==> src/rtl/hyperbolic_cordic_iter_pkg.sv <==
// hyperbolic_cordic_iter_pkg: shared Q8.24 types, iteration schedule bounds and FSM encoding
package hyperbolic_cordic_iter_pkg;
    localparam int W       = 32;
    localparam int FRAC    = 24;
    localparam int I_FIRST = -3;
    localparam int I_LAST  = 13;
    localparam int REP_A   = 4;
    localparam int REP_B   = 13;
    typedef logic signed [W-1:0] q_t;
    typedef logic signed [4:0] idx_t;
    localparam logic [1:0] S_IDLE = 2'd0;
    localparam logic [1:0] S_LOAD = 2'd1;
    localparam logic [1:0] S_ITER = 2'd2;
    localparam logic [1:0] S_DONE = 2'd3;
endpackage

==> src/rtl/hyperbolic_cordic_iter_if.sv <==
// hyperbolic_cordic_iter_if: operand/result bundle between a requester and the CORDIC engine
interface hyperbolic_cordic_iter_if;
    import hyperbolic_cordic_iter_pkg::*;
    logic start;
    logic mode;
    logic busy;
    logic done;
    q_t   x_in;
    q_t   y_in;
    q_t   z_in;
    q_t   x_out;
    q_t   y_out;
    q_t   z_out;
    modport master (output start, mode, x_in, y_in, z_in, input busy, done, x_out, y_out, z_out);
    modport slave  (input start, mode, x_in, y_in, z_in, output busy, done, x_out, y_out, z_out);
endinterface

==> src/rtl/hyperbolic_cordic_iter_atanh_lookup.sv <==
// hyperbolic_cordic_iter_atanh_lookup: Q8.24 micro-rotation angles; idx<=0 gives atanh(1-2^(idx-2)), idx>=1 gives atanh(2^-idx)
module hyperbolic_cordic_iter_atanh_lookup
    import hyperbolic_cordic_iter_pkg::*;
(
    input  idx_t idx,
    output q_t   atanh
);
    always_comb begin
        case (idx)
            -5'sd3:  atanh = 32'sd34755133;
            -5'sd2:  atanh = 32'sd28806373;
            -5'sd1:  atanh = 32'sd22716772;
            5'sd0:   atanh = 32'sd16323477;
            5'sd1:   atanh = 32'sd9215828;
            5'sd2:   atanh = 32'sd4285116;
            5'sd3:   atanh = 32'sd2108178;
            5'sd4:   atanh = 32'sd1049945;
            5'sd5:   atanh = 32'sd524459;
            5'sd6:   atanh = 32'sd262165;
            5'sd7:   atanh = 32'sd131075;
            5'sd8:   atanh = 32'sd65536;
            5'sd9:   atanh = 32'sd32768;
            5'sd10:  atanh = 32'sd16384;
            5'sd11:  atanh = 32'sd8192;
            5'sd12:  atanh = 32'sd4096;
            5'sd13:  atanh = 32'sd2048;
            default: atanh = '0;
        endcase
    end
endmodule

==> src/rtl/hyperbolic_cordic_iter.sv <==
// hyperbolic_cordic_iter: iterative hyperbolic CORDIC, one micro-rotation per clock, indices -3..13 with 4 and 13 repeated
// Gain is left uncompensated; the downstream scaler removes it.
module hyperbolic_cordic_iter
    import hyperbolic_cordic_iter_pkg::*;
(
    input logic clk,
    input logic rst,
    hyperbolic_cordic_iter_if.slave bus
);
    logic [1:0] state;
    idx_t idx;
    logic rep, mode_r, neg, dpos, last, rep_hit;
    logic [4:0] sh;
    q_t x, y, z, a, tx, ty, x_nxt, y_nxt, z_nxt, xo, yo, zo;

    hyperbolic_cordic_iter_atanh_lookup u_atanh_lookup (.idx(idx), .atanh(a));

    // Negative indices use x - x*2^-(2-idx) so early steps cover the expanded range.
    always_comb begin
        neg     = idx <= idx_t'(0);
        sh      = neg ? 5'(2 - idx) : idx;
        tx      = neg ? x - (x >>> sh) : x >>> sh;
        ty      = neg ? y - (y >>> sh) : y >>> sh;
        dpos    = mode_r ? ~z[W-1] : y[W-1];
        x_nxt   = dpos ? x + ty : x - ty;
        y_nxt   = dpos ? y + tx : y - tx;
        z_nxt   = dpos ? z - a : z + a;
        last    = idx == idx_t'(I_LAST) && rep;
        rep_hit = (idx == idx_t'(REP_A) || idx == idx_t'(REP_B)) && !rep;
    end

    always_ff @(posedge clk) begin
        if (rst) begin
            state  <= S_IDLE;
            idx    <= idx_t'(I_FIRST);
            rep    <= 1'b0;
            mode_r <= 1'b0;
            x      <= '0;
            y      <= '0;
            z      <= '0;
            xo     <= '0;
            yo     <= '0;
            zo     <= '0;
        end else begin
            case (state)
                S_IDLE: if (bus.start) begin
                    x      <= bus.x_in;
                    y      <= bus.y_in;
                    z      <= bus.z_in;
                    mode_r <= bus.mode;
                    state  <= S_LOAD;
                end
                S_LOAD: begin
                    idx   <= idx_t'(I_FIRST);
                    rep   <= 1'b0;
                    state <= S_ITER;
                end
                S_ITER: begin
                    x <= x_nxt;
                    y <= y_nxt;
                    z <= z_nxt;
                    if (last) begin
                        xo    <= x_nxt;
                        yo    <= y_nxt;
                        zo    <= z_nxt;
                        idx   <= idx_t'(I_FIRST);
                        rep   <= 1'b0;
                        state <= S_DONE;
                    end else if (rep_hit) begin
                        rep <= 1'b1;
                    end else begin
                        rep <= 1'b0;
                        idx <= idx + idx_t'(1);
                    end
                end
                default: state <= S_IDLE;
            endcase
        end
    end

    assign bus.busy  = state == S_LOAD || state == S_ITER;
    assign bus.done  = state == S_DONE;
    assign bus.x_out = xo;
    assign bus.y_out = yo;
    assign bus.z_out = zo;
endmodule

==> src/flat_wrapper.sv <==
// flat-port wrapper written by rule: the top's interface ports become plain ports
module hyperbolic_cordic_iter_flat import hyperbolic_cordic_iter_pkg::*;
  (clk, rst, bus_start, bus_mode, bus_x_in, bus_y_in, bus_z_in, bus_busy, bus_done, bus_x_out, bus_y_out, bus_z_out);
  hyperbolic_cordic_iter_if bus_i ();
  input logic clk;
  input logic rst;
  input wire logic [$bits(bus_i.start)-1:0] bus_start;
  input wire logic [$bits(bus_i.mode)-1:0] bus_mode;
  input wire logic [$bits(bus_i.x_in)-1:0] bus_x_in;
  input wire logic [$bits(bus_i.y_in)-1:0] bus_y_in;
  input wire logic [$bits(bus_i.z_in)-1:0] bus_z_in;
  output wire logic [$bits(bus_i.busy)-1:0] bus_busy;
  output wire logic [$bits(bus_i.done)-1:0] bus_done;
  output wire logic [$bits(bus_i.x_out)-1:0] bus_x_out;
  output wire logic [$bits(bus_i.y_out)-1:0] bus_y_out;
  output wire logic [$bits(bus_i.z_out)-1:0] bus_z_out;
  assign bus_i.start = bus_start;
  assign bus_i.mode = bus_mode;
  assign bus_i.x_in = bus_x_in;
  assign bus_i.y_in = bus_y_in;
  assign bus_i.z_in = bus_z_in;
  assign bus_busy = bus_i.busy;
  assign bus_done = bus_i.done;
  assign bus_x_out = bus_i.x_out;
  assign bus_y_out = bus_i.y_out;
  assign bus_z_out = bus_i.z_out;
  hyperbolic_cordic_iter u_core (.clk(clk), .rst(rst), .bus(bus_i));
endmodule
==> config.mk <==
export PLATFORM = sky130hd
export DESIGN_NAME = hyperbolic_cordic_iter_flat
export DESIGN_NICKNAME = d
export VERILOG_FILES = /design/src/rtl/hyperbolic_cordic_iter_pkg.sv /design/src/rtl/hyperbolic_cordic_iter_if.sv /design/src/rtl/hyperbolic_cordic_iter_atanh_lookup.sv /design/src/rtl/hyperbolic_cordic_iter.sv /design/src/flat_wrapper.sv
export SDC_FILE = /design/constraint.sdc
export NUM_CORES = 1
export LEC_CHECK = 0
export BUFFER_PORTS_ARGS = -buffer_cell sky130_fd_sc_hd__buf_4
export CAP_MARGIN = 30
export CORE_MARGIN = 5
export CORE_UTILIZATION = 43
export CTS_CLUSTER_SIZE = 12
export DETAILED_ROUTE_END_ITERATION = 8
export HOLD_SLACK_MARGIN = 0.03
export PLACE_DENSITY_LB_ADDON = 0.08
export SYNTH_ARGS = -nofsm -noshare
export SYNTH_HDL_FRONTEND = slang
export SYNTH_SLANG_ARGS = --single-unit
==> constraint.sdc <==
create_clock -name clk -period 24.6 [get_ports clk]
set_input_delay 2.46 -clock clk [delete_from_list [all_inputs] [get_ports clk]]
set_output_delay 2.46 -clock clk [all_outputs]
set_load 0.05 [all_outputs]
==> results_tabular.tex <==
\begin{tabular}{lr}
\hline
Metric & Value \\
\hline
\multicolumn{2}{l}{\textbf{Status}} \\
\quad Result of the run & complete, no violations \\
\multicolumn{2}{l}{\textbf{Route}} \\
\quad Number of vias per cell & roughly 6 \\
\quad First-pass DRT Iterations & 8 \\
\quad DRT iter0 DRCs & just over 2000 \\
\quad Post-route ant nets & 0 \\
\quad Final WL & between 90000 and 100000 µm \\
\quad Number of vias after detailed routing & between 20000 and 25000 \\
\quad Detailed-route DRC error count & 0 \\
\quad Routed wire length per instance & between 20 and 25 µm \\
\multicolumn{2}{l}{\textbf{Synthesis}} \\
\quad Cell type with the largest total area after synthesis & dfxtp\_1 \\
\quad Gate Count Post-Synth & just over 3000 \\
\quad Number of synthesized flops with an enable pin & 0 \\
\quad Share of the yosys chip area belonging to registers & 19.5\% \\
\quad Post-synthesis area per instance & around 7.5 µm² \\
\quad Post-synth cell types & roughly 110 \\
\quad Total standard cell area after synthesis & 23300 µm² \\
\quad YS warnings & 0 \\
\quad Net Count, Synth & 3375 \\
\quad Proportion of netlist area held by the largest area contributor & 19.5\% \\
\quad Post-synth top cells & 382 x nand2\_1, 327 x nor2\_1, 311 x a21oi\_1, 227 x dfxtp\_1, 168 x xnor2\_1 \\
\quad Largest cells by area after synthesis & dfxtp\_1 20\%, ha\_1 8.7\%, mux2i\_1 7.0\%, a21oi\_1 6.7\%, xnor2\_1 6.3\% \\
\quad Most used flip-flop cell after synthesis & dfxtp\_1 \\
\quad Post-synthesis async set-or-reset flop share & 0\% \\
\quad Register bit total from synthesis & approximately 230 \\
\quad Most frequent cell after synthesis & nand2\_1 \\
\multicolumn{2}{l}{\textbf{Global route}} \\
\quad Grt ovf & 0 \\
\quad Wire length of the first global-routing pass & 142000 µm \\
\quad Via count of the first global-routing pass & approximately 23000 \\
\quad Antenna violations before repair & 3 \\
\quad Total routing resource utilization after global routing & 30.1\% \\
\quad Pin count of the biggest net entering global routing & 90 \\
\multicolumn{2}{l}{\textbf{Power}} \\
\quad Leak Pwr & $\sim$11 nW \\
\quad Maximum vdd ir drop & approximately 0.000095 V \\
\quad Power per cell area & about 170 nW/µm² \\
\multicolumn{2}{l}{\textbf{CTS}} \\
\quad Clock transition at path regs & around 60 ps \\
\quad CTS tree & yes \\
\quad Htree depth & 1 \\
\quad Worst-skew pair later-pin latency & 560 ps \\
\quad Clk Tree Root Cell & clkbuf\_16 \\
\quad Maximum buffer depth of the clock tree & 3 \\
\quad Count of cells resized by post-cts repair & 0 \\
\quad Sinks on the clock net & approximately 230 \\
\quad Hold-fix buffer count after cts & 0 \\
\quad Post-CTS Repair Setup Buffers & 0 \\
\quad TritonCTS buffer count & 29 \\
\multicolumn{2}{l}{\textbf{Critical path}} \\
\quad Data required time at the worst endpoint & 25060 ps \\
\quad Critical path's largest stage delay & just over 800 ps \\
\quad CP Buf/Inv Count & 4 \\
\quad Classification of the worst setup path & register to register \\
\quad Category of cells accounting for the largest share of critical-path delay & compound AO/OA/AOI/OAI gates \\
\quad Worst endpoint data arrival time & 12470 ps \\
\quad Peak fanout along the critical path & between 40 and 50 \\
\quad Capturing element type of the critical path & register \\
\quad Startpoint class of the critical path & register \\
\quad Internal reg-to-reg setup slack & 12590 ps \\
\quad Standard cell with the maximum stage delay on the critical path & o21ai\_0 \\
\multicolumn{2}{l}{\textbf{Placed design}} \\
\quad Number of port buffers & between 150 and 200 \\
\quad Estimated wirelength of the detail-placed design & approximately 73000 µm \\
\quad Final RePlAce weighted congestion & between 0.9 and 1 \\
\multicolumn{2}{l}{\textbf{STA}} \\
\quad Maximum operating frequency & 83.3 MHz \\
\quad Worst relative slew slack & 27.8\% \\
\quad Final worst-path cycle share & 48.8\% \\
\quad Final total negative setup slack & 0 ps \\
\quad Count of final hold-check violations & 0 \\
\quad Setup repair after global routing missed its margin & false \\
\quad Final setup violation count & 0 \\
\quad Final critical path time including I/O delays and setup & 12010 ps \\
\quad Clock skew & around 20 ps \\
\quad Max Transition Viols Final & 0 \\
\quad Worst-margin pin slew & roughly 1100 ps \\
\multicolumn{2}{l}{\textbf{Floorplan}} \\
\quad Die Y & roughly 240 µm \\
\quad Number of primary I/O pins & 198 \\
\quad Full die area & between 50000 and 60000 µm² \\
\quad Initial cell density of the core & a little over two fifths \\
\quad Site Rows & 85 \\
\quad Placeable core region & around 54000 µm² \\
\quad Die X & roughly 240 µm \\
\multicolumn{2}{l}{\textbf{Layout}} \\
\quad Utilization of the core after routing & roughly half \\
\quad Ratio of cells with drive above 1 in the final layout & roughly 13\% \\
\quad Area delta synth->final & 12.6\% \\
\quad Final layout net count & between 3000 and 4000 \\
\multicolumn{2}{l}{\textbf{Worst hold path}} \\
\quad Class of the worst hold path & register to register \\
\multicolumn{2}{l}{\textbf{Job}} \\
\quad Max Cap Viol & 0 \\
\hline
\end{tabular}
==> cells in the final DEF (no fill, tap or decap), types with 16 or more instances in the layout <==
| cell | netlist | final |
|---|---|---|
| o211ai_1 | 32 | 32 |
| and3_1 | 23 | 23 |
| o31ai_1 | 23 | 23 |
| xor2_1 | 66 | 66 |
| o21a_1 | 24 | 23 |
| o21bai_1 | 25 | 25 |
| nor2b_1 | 18 | 18 |
| dfxtp_1 | 227 | 226 |
| a21o_1 | 46 | 46 |
| inv_1 | 94 | 94 |
| or3_1 | 18 | 18 |
| mux2_2 | 42 | 42 |
| buf_4 | 11 | 233 |
| nor3_1 | 71 | 71 |
| or2_2 | 20 | 20 |
| o21ai_0 | 139 | 139 |
| a31oi_1 | 40 | 40 |
| ha_1 | 161 | 160 |
| nand2b_1 | 16 | 16 |
| nand3_1 | 63 | 63 |
| clkbuf_16 | 0 | 29 |
| nor2_1 | 327 | 324 |
| mux2i_1 | 163 | 163 |
| a211oi_1 | 131 | 131 |
| nor4_1 | 20 | 20 |
| xnor2_1 | 168 | 168 |
| a21oi_1 | 311 | 310 |
| nand2_1 | 382 | 382 |
==> area by class of cell <==
class	instances	area, µm²
Fill cell	5346	27500
Multi-Input combinational cell	2602	17600
Sequential cell	227	4550
Timing Repair Buffer	240	1850
Tap cell	696	871
Clock buffer	42	845
Inverter	97	364
Clock inverter	11	96.3
Antenna cell	1	2.50
==> worst register-to-register path: cells and delay by family (launching register included) <==
family | cells | cell delay, ps
muxes | 3 | 860
DFF | 1 | 680
AOI/OAI and AO/OA | 13 | 3980
buffers and inverters | 4 | 1410
adders and majority gates | 4 | 1270
xor gates and xnor gates | 3 | 570
and+or+nand+nor | 13 | 3110
==> kinds of logic (layout without fill, tap and decap cells) <==
logic type	after synthesis	after routing	synth area share [%]
and+or+nand+nor	1028	1028	19.8
AOI/OAI and AO/OA	948	948	27.1
buffers and inverters	280	390	5.03
xor gates and xnor gates	234	234	8.81
DFF	227	227	19.5
muxes	218	218	10.3
adders and majority gates	174	174	9.43
other	0	1	0
==> stage by stage <==
step / cell area, µm² / power (mW) / instances / hold slack, ps / setup WS (ps)
floorplan: 23300 / 2.98 / 3109 / 436 / 14210
global placement: 25200 / 4.03 / 3856 / 446 / 12980
detailed placement: 25200 / 4.07 / 3861 / 447 / 12820
CTS: 26200 / 4.52 / 3914 / 457 / 12740
global route: 26200 / 4.89 / 3915 / 479 / 11850
finish: 26200 / 4.57 / 3916 / 455 / 12590
==> final timing paths <==
kind | startpoint | end | cells after the start
worst max-delay path | u_core.idx[0] | u_core.y[31] | 40
worst min-delay path | u_core.bus.z_out[23] | u_core.bus.z_out[23] | 2
worst max register to register | u_core.idx[0] | u_core.y[31] | 40
worst min register to register | u_core.bus.z_out[23] | u_core.bus.z_out[23] | 2
==> power by group <==
| group | total [mW] | internal, mW | switching (mW) |
|---|---|---|---|
| Combinational | 3.63 | 1.31 | 2.32 |
| Sequential | 0.513 | 0.413 | 0.100 |
| Clock | 0.423 | 0.249 | 0.174 |
==> state kept, by name (all words and copies together) (netlist names) <==
register                     cells
u_core.z                        32
u_core.x                        32
u_core.bus.y_out                32
u_core.u_atanh_lookup.atanh     26
u_core.bus.x_out                32
u_core.y                        32
u_core.bus.z_out                32
u_core.rep                       1
u_core.idx                       5
u_core.mode_r                    1
u_core.state                     2
==> routing by layer <==
layer / vias to the layer above / wire length [µm] / track usage (%)
met5: - / 0 / 0
met4: 0 / 2870 / 8.43
met3: 121 / 7320 / 5.31
met2: 869 / 41400 / 47.5
met1: 11561 / 42400 / 42.6
li1: 11518 / - / -
(Power assumes the default switching activity.)
